$ cat config.mk
export PLATFORM = sky130hd
export DESIGN_NAME = div_ctrl
export DESIGN_NICKNAME = d
export VERILOG_FILES = /design/src/rtl/div_ctrl_pkg.sv /design/src/rtl/div_ctrl.sv
export SDC_FILE = /design/constraint.sdc
export NUM_CORES = 1
export LEC_CHECK = 0
export ABC_AREA = 0
export CORE_ASPECT_RATIO = 0.75
export CORE_UTILIZATION = 35
export DETAILED_ROUTE_END_ITERATION = 7
export GPL_ROUTABILITY_DRIVEN = 0
export PLACE_DENSITY = 0.77
export SYNTH_ARGS = -nofsm -noshare
export SYNTH_HDL_FRONTEND = slang
export SYNTH_SLANG_ARGS = --single-unit
$ cat constraint.sdc
create_clock -name clk -period 1.5 [get_ports clk]
set_clock_uncertainty 0.1 [all_clocks]
set_input_delay 0.15 -clock clk [delete_from_list [all_inputs] [get_ports clk]]
set_output_delay 0.15 -clock clk [all_outputs]
set_load 0.03 [all_outputs]
$ cat src/rtl/div_ctrl_pkg.sv
// Shared definitions for the multi-cycle divide controller: datapath width and FSM encoding.
package div_ctrl_pkg;

  localparam int unsigned DIV_W = 32;

  typedef enum logic [1:0] {
    IDLE  = 2'd0,
    ISSUE = 2'd1,
    BUSY  = 2'd2,
    DONE  = 2'd3
  } div_state_t;

endpackage

$ cat src/rtl/div_ctrl.sv
// Execute-stage controller for an external iterative divider: issues operands once,
// waits for the result pulse, and holds HI/LO until the instruction leaves execute.
module div_ctrl
  import div_ctrl_pkg::*;
(
  input  logic               clk,
  input  logic               rst,
  input  logic               div_req,
  input  logic               div_sign,
  input  logic [DIV_W-1:0]   src_a,
  input  logic [DIV_W-1:0]   src_b,
  input  logic               e_advance,
  input  logic               flush,
  output logic               stall_o,
  output logic               opn_valid_o,
  output logic [DIV_W-1:0]   op_a_o,
  output logic [DIV_W-1:0]   op_b_o,
  output logic               op_sign_o,
  output logic               res_ready_o,
  output logic               div_rst_o,
  input  logic               res_valid_i,
  input  logic [2*DIV_W-1:0] result_i,
  output logic [DIV_W-1:0]   hi_o,
  output logic [DIV_W-1:0]   lo_o,
  output logic               hilo_we_o
);

  div_state_t state;

  assign div_rst_o = rst | flush;
  assign stall_o   = div_req & (state != DONE);
  // rst is folded in so an operation abandoned by reset never writes HI/LO.
  assign hilo_we_o = (state == DONE) & e_advance & ~flush & ~rst;

  always_ff @(posedge clk) begin
    if (rst) begin
      state       <= IDLE;
      op_a_o      <= '0;
      op_b_o      <= '0;
      op_sign_o   <= 1'b0;
      hi_o        <= '0;
      lo_o        <= '0;
      opn_valid_o <= 1'b0;
      res_ready_o <= 1'b0;
    end else if (flush) begin
      state       <= IDLE;
      opn_valid_o <= 1'b0;
      res_ready_o <= 1'b0;
    end else begin
      unique case (state)
        IDLE: begin
          if (div_req) begin
            state       <= ISSUE;
            op_a_o      <= src_a;
            op_b_o      <= src_b;
            op_sign_o   <= div_sign;
            opn_valid_o <= 1'b1;
          end
        end
        ISSUE: begin
          state       <= BUSY;
          opn_valid_o <= 1'b0;
          res_ready_o <= 1'b1;
        end
        BUSY: begin
          if (res_valid_i) begin
            state       <= DONE;
            hi_o        <= result_i[2*DIV_W-1:DIV_W];
            lo_o        <= result_i[DIV_W-1:0];
            res_ready_o <= 1'b0;
          end
        end
        DONE: begin
          if (e_advance) state <= IDLE;
        end
      endcase
    end
  end

endmodule

==> results of run 1 <==
[synthesized netlist by cell type, drive strengths merged]
cell | number | share of area, %
nand3 | 1 | 0.10
nand2 | 261 | 20
nand3b | 2 | 0.31
ha | 4 | 1.0
inv | 4 | 0.31
and3 | 1 | 0.13
o211a | 1 | 0.21
or3 | 1 | 0.13
mux2i | 1 | 0.21
nor2b | 4 | 0.52
o21ai | 1 | 0.10
dfxtp | 133 | 56
a2bb2oi | 1 | 0.18
a21oi | 130 | 14
nor3 | 1 | 0.10
clkbuf | 12 | 0.94
and3b | 2 | 0.37
nor2 | 2 | 0.16
buf | 30 | 5.4
[critical path: cells and delay by family (launching register included)]
kind                       cells  cell delay (ns)
adders and majority gates      1             0.15
and+or+nand+nor                1             0.16
DFF                            1             0.34
buffers and inverters          2             0.25
[sequential cells by signal (all words and copies together) (netlist names)]
| signal | flops |
|---|---|
| res_ready_o | 1 |
| opn_valid_o | 1 |
| hi_o | 32 |
| op_sign_o | 1 |
| op_a_o | 32 |
| op_b_o | 32 |
| lo_o | 32 |
| state | 2 |
[what timing repair did]
action | in CTS | in global routing
cloned | 0 | 12
resized for setup | 140 | 14
pin swaps | 0 | 2
buffers inserted | 0 | 5
hold buffers | 0 | 0
setup endpoints to repair | 164 | 131
[worst min path at each step]
| stage | slack (ns) | to | startpoint | cells after the start |
|---|---|---|---|---|
| CTS | 0.07 | res_ready_o | rst | 5 |
| finish | 0.05 | res_ready_o | rst | 5 |
| floorplan | 0.19 | hi_o[31] | result_i[63] | 2 |
| global placement | 0.34 | op_b_o[8] | op_b_o[8] | 2 |
| detailed placement | 0.35 | lo_o[24] | lo_o[24] | 2 |
| global route | 0.06 | res_ready_o | rst | 5 |
[cell families (layout without fill, tap and decap cells)]
logic type | Yosys count | after routing | synth area share (%)
AOI/OAI and AO/OA | 133 | 133 | 14.1
DFF | 133 | 133 | 55.7
and+or+nand+nor | 275 | 276 | 22.3
adders and majority gates | 4 | 4 | 1.05
buffers and inverters | 46 | 342 | 6.67
muxes | 1 | 1 | 0.209
[metal layers]
metal  GRT usage (%)  vias up  wire (µm)
li1                -     2474          -
met1            22.4     2207       6450
met2            33.1      204       7920
met3            9.36       15       1710
met4            6.76        0        171
met5               0        -          0
[final cells by class]
cell class                 instances  area [µm²]
multi-input combinational        414        1850
fill                            1174        4720
timing repair buffer             306        3070
inverter                           4        15.0
clock buffer                      19         453
sequential                       133        2670
clock inverter                    13         169
tap                              171         214
[metrics by stage]
stage | power, W | hold slack (ns) | setup TNS [ns] | std cells | util, %
3_3_place_gp | 0.00483 | 0.341 | -1.81 | 1011 | 57.8
2_1_floorplan | 0.00421 | 0.186 | 0 | 592 | -
5_1_grt | 0.00949 | 0.0619 | -8.21 | 1060 | 64.1
6_report | 0.00918 | 0.0546 | -0.373 | 1060 | 64.1
3_5_place_dp | 0.00484 | 0.345 | -4.84 | 1011 | 57.8
4_1_cts | 0.00915 | 0.0713 | -0.891 | 1043 | 61.5
[power groups by stage]
| stage | Sequential [W] | Combinational [W] | Clock, W |
|---|---|---|---|
| final | 0.00368 | 0.00113 | 0.00437 |
| after global routing | 0.00369 | 0.00121 | 0.00459 |
| after CTS | 0.00368 | 0.00102 | 0.00444 |
| after detailed placement | 0.00376 | 0.00108 | 0 |
| after global placement | 0.00375 | 0.00107 | 0 |
| after floorplan | 0.00394 | 0.000269 | 0 |
==> flow_summary.toml, run 1 <==
[run_status]
outcome = "finished, violations left"
violations = "negative setup slack"

[worst_setup_path]
rr_startpoint = "state[0]"
critical_path.most_common_cell = "buf_6"
cp.arrival_ns = 1.31
startpoint = "state[1]"
path_max_fanout = 3
worstSetupStartpointType = "register"
worstReg2RegEnd = "lo_o[6]"
crit_type = "reg2out"
worstPathRequired_ns = 1.25
reg2reg_depth = 7
cp_cell_sequence = "buf_6 > ha_4 > and3_4 > buf_6"
cp-end-kind = "primary output"
cp_slowest_cell = "dfxtp_2"
crit_end = "hilo_we_o"
rrSetupSlack_ns = -0.03
slowest_delay_ns = 0.34

[sta]
drv_slew = 0
setup_violations = 34
min_period_ns = 1.56
fmax_mhz = 641
relSlewSlack_pct = 62.7
fin_crit_sh_pct = 104
rsz0062_at_grt = "true"
worst_slack_ns = -0.0598
tightest_slew_ns = 0.560
hold_viol_final = 0

[clock_network]
cts.sinks = 133
clk_pin_slew_ns = 0.06
cts_buffer_depth = 2
cts_made_buffers = 17
htree_levels = 4
clk_latency_ns = 0.41
root_buffer = "clkbuf_16"
cts_tree = "built"

[power_and_ir_drop]
swShare_pct = 24.4
power.share.clock_pct = 47.6
pwr-share-comb_pct = 12.3
vdd_drop_max_mv = 0.822
p_per_area_nw_per_um2 = 1090
internal_power_w = 0.00694
seq_power_share_pct = 40.1
p_leak_nw = 3.68
power.switching_w = 0.00223

[drt]
firstDrtPassIters = 4
routedWlPerCell_um = 15.3
via_count = 4900
drc = 0
routed_wl_um = 16300
ant_nets = 0
first_iter_violations = 129
via_per_inst = 4.62

[flow_run]
drv_cap = 0

[floorplan]
start_util_pct = 36.4
coreArea_um2 = 13200
dieArea_um2 = 14100
fp-row-count = 36
die_h_um = 103
die_width_um = 137
io_pins = 269

[cells_and_area]
insertedDiodeCount = 0
layout_commonest_cell = "nand2_1"
design_area_um2 = 8430
final_cell_mix = "nand2_1 (261), clkdlybuf4s50_1 (133), dfxtp_1 (131), dlygate4sd2_1 (131), a21oi_1 (130)"
area_growth_pct = 76.2
final_nets = 1015
final_layout_size_suffix_gt1_share_pct = 9.56

[global_routing]
overflow = 0
grt_max_degree = 130
grt_pass1_vias = 4297
grt_pass1_wl_um = 21400
antenna_found_initial = 0
track_usage_pct = 19.8

[worst_hold_path]
hold_class = "in2reg"

[synthesis]
synthCells = 592
synth.ff_latch_count = 133
synth.avg_cell_area_um2 = 8.08
syn_area_um2 = 4780
syn-num-nets = 731
ys_seq_area_share_pct = 55.7
ys_warn_count = 0
synth_cell_types = 22

[place]
dp_hpwl_um = 10000
port-buffer-count = 268
place_area_um2 = 7600
pre_cts_ws_ns = -0.0839
(Power assumes the default switching activity.)
==> inputs of run 2 (changes only) <==
--- a/config.mk
+++ b/config.mk
@@ -10,6 +10,7 @@
 export CORE_UTILIZATION = 35
 export DETAILED_ROUTE_END_ITERATION = 7
 export GPL_ROUTABILITY_DRIVEN = 0
+export GPL_TIMING_DRIVEN = 0
 export PLACE_DENSITY = 0.77
 export SYNTH_ARGS = -nofsm -noshare
 export SYNTH_HDL_FRONTEND = slang
==> run 2 against run 1 <==
Against the previous run: the run still ends with negative setup slack left; cell count increased by 2.7%; register-to-register slack got worse by 0.10 ns; sequential share of layout area decreased by 4.1 points; critical path depth increased by 4; largest power group unchanged; sequential power about the same.
==> flow_summary.toml, run 2 (synthesis results as in run 1) <==
[power_and_ir_drop]
vdd_drop_max_mv = 0.741
p_leak_nw = 4.41
p_per_area_nw_per_um2 = 1010

[sta]
worst_slack_ns = -0.133
setup_violations = 122
tightest_slew_ns = 0.696
min_period_ns = 1.63
relSlewSlack_pct = 53.6
hold_viol_final = 0
rsz0062_at_grt = "true"
drv_slew = 0
fin_crit_sh_pct = 109
fmax_mhz = 612

[floorplan]
fp-row-count = 36
coreArea_um2 = 13200
io_pins = 269
die_width_um = 137
dieArea_um2 = 14100
die_h_um = 103
start_util_pct = 36.4

[flow_run]
drv_cap = 0

[clock_network]
cts_made_buffers = 17
postCtsHoldBufs = 0
cts.sinks = 133
htree_levels = 4
cts_tree = "built"
clk_latency_ns = 0.40
root_buffer = "clkbuf_16"
clk_pin_slew_ns = 0.06
cts_buffer_depth = 2

[cells_and_area]
fin_util_pct = 73.8
final_cell_mix = "nand2_1 (158), clkdlybuf4s50_1 (133), dlygate4sd2_1 (132), dfxtp_1 (131), a21oi_2 (85)"
insertedDiodeCount = 0
fill_cells = 935
area_growth_pct = 103
multi_input_area_um2 = 2730
register_area_um2 = 2670
final_layout_size_suffix_gt1_share_pct = 32.0
layout_commonest_cell = "nand2_1"
final_nets = 1044
design_area_um2 = 9710

[worst_setup_path]
worstSetupStartpointType = "register"
cp.arrival_ns = 1.80
cp_cell_sequence = "buf_6 > ha_4 > and3b_2 > buf_12 > buf_16 > buf_12 > nand2_4 > a21oi_2"
cp-end-kind = "register"
critical_path.most_common_cell = "buf_12"
path_max_fanout = 5
crit_type = "reg2reg"
worstPathRequired_ns = 1.66
slowest_delay_ns = 0.35
cp_slowest_cell = "dfxtp_4"

[drt]
via_count = 5231
routedWlPerCell_um = 16.7
ant_nets = 0
via_per_inst = 4.80
routed_wl_um = 18200
firstDrtPassIters = 4
first_iter_violations = 131
drc = 0

[worst_hold_path]
hold_class = "in2reg"

[global_routing]
grt_pass1_vias = 5049
grt_pass1_wl_um = 25500
track_usage_pct = 23.6
met3_usage_pct = 10.1
use_met1_pct = 25.6
grt_max_degree = 17
top_usage_layer = "met2"
antenna_found_initial = 0
overflow = 0
grt_use_met2_pct = 40.6

[run_status]
violations = "negative setup slack"
outcome = "finished, violations left"

[place]
port-buffer-count = 268
pre_cts_ws_ns = -0.566
dp_hpwl_um = 11000
place_area_um2 = 7680
[run 2: changes by cell type in the layout (fill, tap and decap cells not counted), moves of 4 or more]
cell,delta
buf_6,+4
clkbuf_16,-6
a21oi_2,+85
clkbuf_2,+4
nand2_1,-103
buf_2,+5
buf_4,-6
buf_16,+9
a21oi_1,-85
buf_8,+8
clkbuf_1,+8
nand2_4,+59
nand2_2,+44
[run 2: worst max-delay path, delay by kind of cell (launching register included)]
kind,cells,cell delay [ns]
compound gates,1,0.06
buf+inv,4,0.53
flops,1,0.35
fa+ha+maj,1,0.15
simple gates,2,0.29
[run 2: worst paths after layout]
kind	startpoint	to	slack, ns	cells past startpoint
min reg2reg	op_b_o[17]	op_b_o[17]	0.35	2
max	state[1]	hi_o[19]	-0.13	8
max reg2reg	state[1]	hi_o[19]	-0.13	8
min	src_a[8]	op_a_o[8]	0.19	3
[run 2: where the power goes]
group / switching [W] / internal, W
Clock: 0.00164 / 0.00313
Combinational: 0.000682 / 0.000647
Sequential: 0.0000456 / 0.00363
[run 2: per-stage QoR]
step / setup TNS [ns] / std cells / hold WS [ns] / total power, W
after floorplan: 0 / 592 / 0.186 / 0.00421
after global placement: -24.21 / 1031 / 0.341 / 0.00484
after detailed placement: -24.51 / 1031 / 0.345 / 0.00484
after CTS: -6.10 / 1086 / 0.169 / 0.00969
after global routing: -14.28 / 1089 / 0.183 / 0.0101
final: -7.45 / 1089 / 0.189 / 0.00978
[run 2: layout make-up]
type	instances	area share, %
Timing Repair Buffer	296	31.2
Sequential cell	133	27.5
Inverter	4	0.206
Clock buffer	17	4.38
Buffer	40	3.92
Clock inverter	15	2.56
Multi-Input combinational cell	413	28.1
Tap cell	171	2.20
[run 2: layer usage]
| layer | routed length [µm] | up-vias |
|---|---|---|
| met4 | 503 | 0 |
| met1 | 7020 | 2431 |
| li1 | - | 2545 |
| met3 | 1650 | 36 |
| met2 | 9030 | 219 |
| met5 | 0 | - |
[run 2: repair_timing]
action	CTS	global route
buffers inserted	11	4
pin swaps	40	67
endpoints found under the setup margin	246	133
cloned	13	2
resized for setup	279	196
==> inputs of run 3 (changes only) <==
--- a/config.mk
+++ b/config.mk
@@ -6,8 +6,9 @@
 export NUM_CORES = 1
 export LEC_CHECK = 0
 export ABC_AREA = 0
-export CORE_ASPECT_RATIO = 0.75
+export CORE_ASPECT_RATIO = 1.25
 export CORE_UTILIZATION = 35
+export CTS_BUF_LIST = sky130_fd_sc_hd__clkbuf_8 sky130_fd_sc_hd__clkbuf_16
 export DETAILED_ROUTE_END_ITERATION = 7
 export GPL_ROUTABILITY_DRIVEN = 0
 export GPL_TIMING_DRIVEN = 0
==> run 3 against run 2 <==
Against the previous run: the run still ends with negative setup slack left; sequential share of layout area grew 1.4 points; first-iteration DRC count increased by 21%; setup slack improved by 0.065 ns; routed wire length fell by 5.9%; combinational power fell by 4%; cell count decreased by 0.55%; sequential power about the same; utilization fell by 4.1 points; non-clock buffer count shrank 4; critical endpoint is now hi_o[18]; largest power group unchanged.
==> flow_summary.toml, run 3 (synthesis results as in run 1) <==
[sta]
fmax_mhz = 638
setup_tns_ns = -3.33
setup_violations = 98
hold_viol_final = 0
drv_slew = 0
fin_crit_sh_pct = 105
min_period_ns = 1.57
worst_slack_ns = -0.0683
rsz0062_at_grt = "true"
tightest_slew_ns = 0.648
relSlewSlack_pct = 56.8

[clock_network]
cts.sinks = 133
cts_tree = "built"
root_buffer = "clkbuf_16"
clk_latency_ns = 0.41
cts_buffer_depth = 2
cts_made_buffers = 17
clk_pin_slew_ns = 0.06
htree_levels = 4

[worst_setup_path]
rrSetupSlack_ns = -0.07
reg2reg_depth = 7
crit_type = "reg2reg"
path_max_fanout = 5
rr_startpoint = "state[1]"
worstPathRequired_ns = 1.67
worstSetupStartpointType = "register"
cp.arrival_ns = 1.74
worstReg2RegEnd = "hi_o[18]"
cp-end-kind = "register"

[place]
place_area_um2 = 7680
dp_hpwl_um = 10900
port-buffer-count = 268

[floorplan]
dieArea_um2 = 14100
die_width_um = 107
start_util_pct = 36.0
io_pins = 269
coreArea_um2 = 13300
die_h_um = 133
fp-row-count = 47

[drt]
ant_nets = 0
via_per_inst = 4.77
drc = 0
first_iter_violations = 159
routedWlPerCell_um = 15.8
via_count = 5162
firstDrtPassIters = 4
routed_wl_um = 17100

[run_status]
outcome = "finished, violations left"
violations = "negative setup slack"

[global_routing]
grt_pass1_wl_um = 25600
track_usage_pct = 23.2
grt_max_degree = 17
antenna_found_initial = 0
grt_pass1_vias = 5132
overflow = 0

[power_and_ir_drop]
p_leak_nw = 4.18
vdd_drop_max_mv = 0.620
p_per_area_nw_per_um2 = 965

[worst_hold_path]
holdPathEnd = "state[0]"
holdCritStartpoint = "rst"
holdPathStages = 3
hold_class = "in2reg"

[cells_and_area]
final_cell_mix = "nand2_1 (174), clkdlybuf4s50_1 (132), dfxtp_1 (131), dlygate4sd2_1 (131), a21oi_1 (69)"
area_growth_pct = 93.6
design_area_um2 = 9260
final_nets = 1040
layout_commonest_cell = "nand2_1"
insertedDiodeCount = 0
final_layout_size_suffix_gt1_share_pct = 27.5

[flow_run]
drv_cap = 0
==> run 3: timing repair <==
action	4_1_cts	5_1_grt
pin swaps	45	38
gates resized for setup	285	133
buffers inserted	11	3
gates cloned	10	1
setup endpoints to repair	245	125
hold buffers	0	0
==> run 3: power breakdown <==
group,leakage [nW],internal (W),switching (W)
Combinational,2.83,0.000624,0.000651
Sequential,1.08,0.00363,0.0000454
Clock,0.274,0.00242,0.00156
Total,4.18,0.00667,0.00226
==> run 3: worst max-delay path by stage <==
stage,start,endpoint,slack (ns),cells after the start
2_1_floorplan,state[0],hi_o[0],0.07,7
3_3_place_gp,flush,hilo_we_o,-0.52,4
3_5_place_dp,flush,hilo_we_o,-0.54,4
4_1_cts,state[1],hilo_we_o,-0.17,3
5_1_grt,state[1],lo_o[7],-0.11,7
6_report,state[1],hi_o[18],-0.07,7
==> run 3: layout make-up <==
class                      instances  area (µm²)
buffer                            40         354
clock buffer                      17         425
clock inverter                    13         135
fill                            1009        4030
inverter                           4        20.0
multi-input combinational        413        2530
sequential                       133        2670
tap                              171         214
timing repair buffer             292        2910
==> run 3: routing by layer <==
layer  share of wire (%)  up-vias  routed length (µm)  GRT usage [%]
li1                    -     2522                   -              -
met1                  36     2398                6170           23.7
met2                  54      200                9180           42.5
met3                 7.2       42                1230           7.73
met4                 3.3        0                 562           10.3
met5                   0        -                   0              0
==> run 3: critical path: stages, from the launching register on <==
cell       delay, ns
dfxtp_4         0.36
buf_6           0.12
ha_4            0.15
and3b_2         0.25
clkbuf_16       0.19
clkbuf_16       0.16
nand2_2         0.05
a21oi_1         0.05
==> run 3: per-stage QoR <==
stage	utilization (%)	power (W)	hold slack, ns	setup slack (ns)	instances
after floorplan	-	0.00421	0.186	0.0699	592
after global placement	57.8	0.00484	0.341	-0.523	1031
after detailed placement	57.8	0.00485	0.346	-0.538	1031
after CTS	66.6	0.00890	0.168	-0.174	1082
after global routing	69.7	0.00926	0.0903	-0.113	1083
final	69.7	0.00893	0.0702	-0.0683	1083
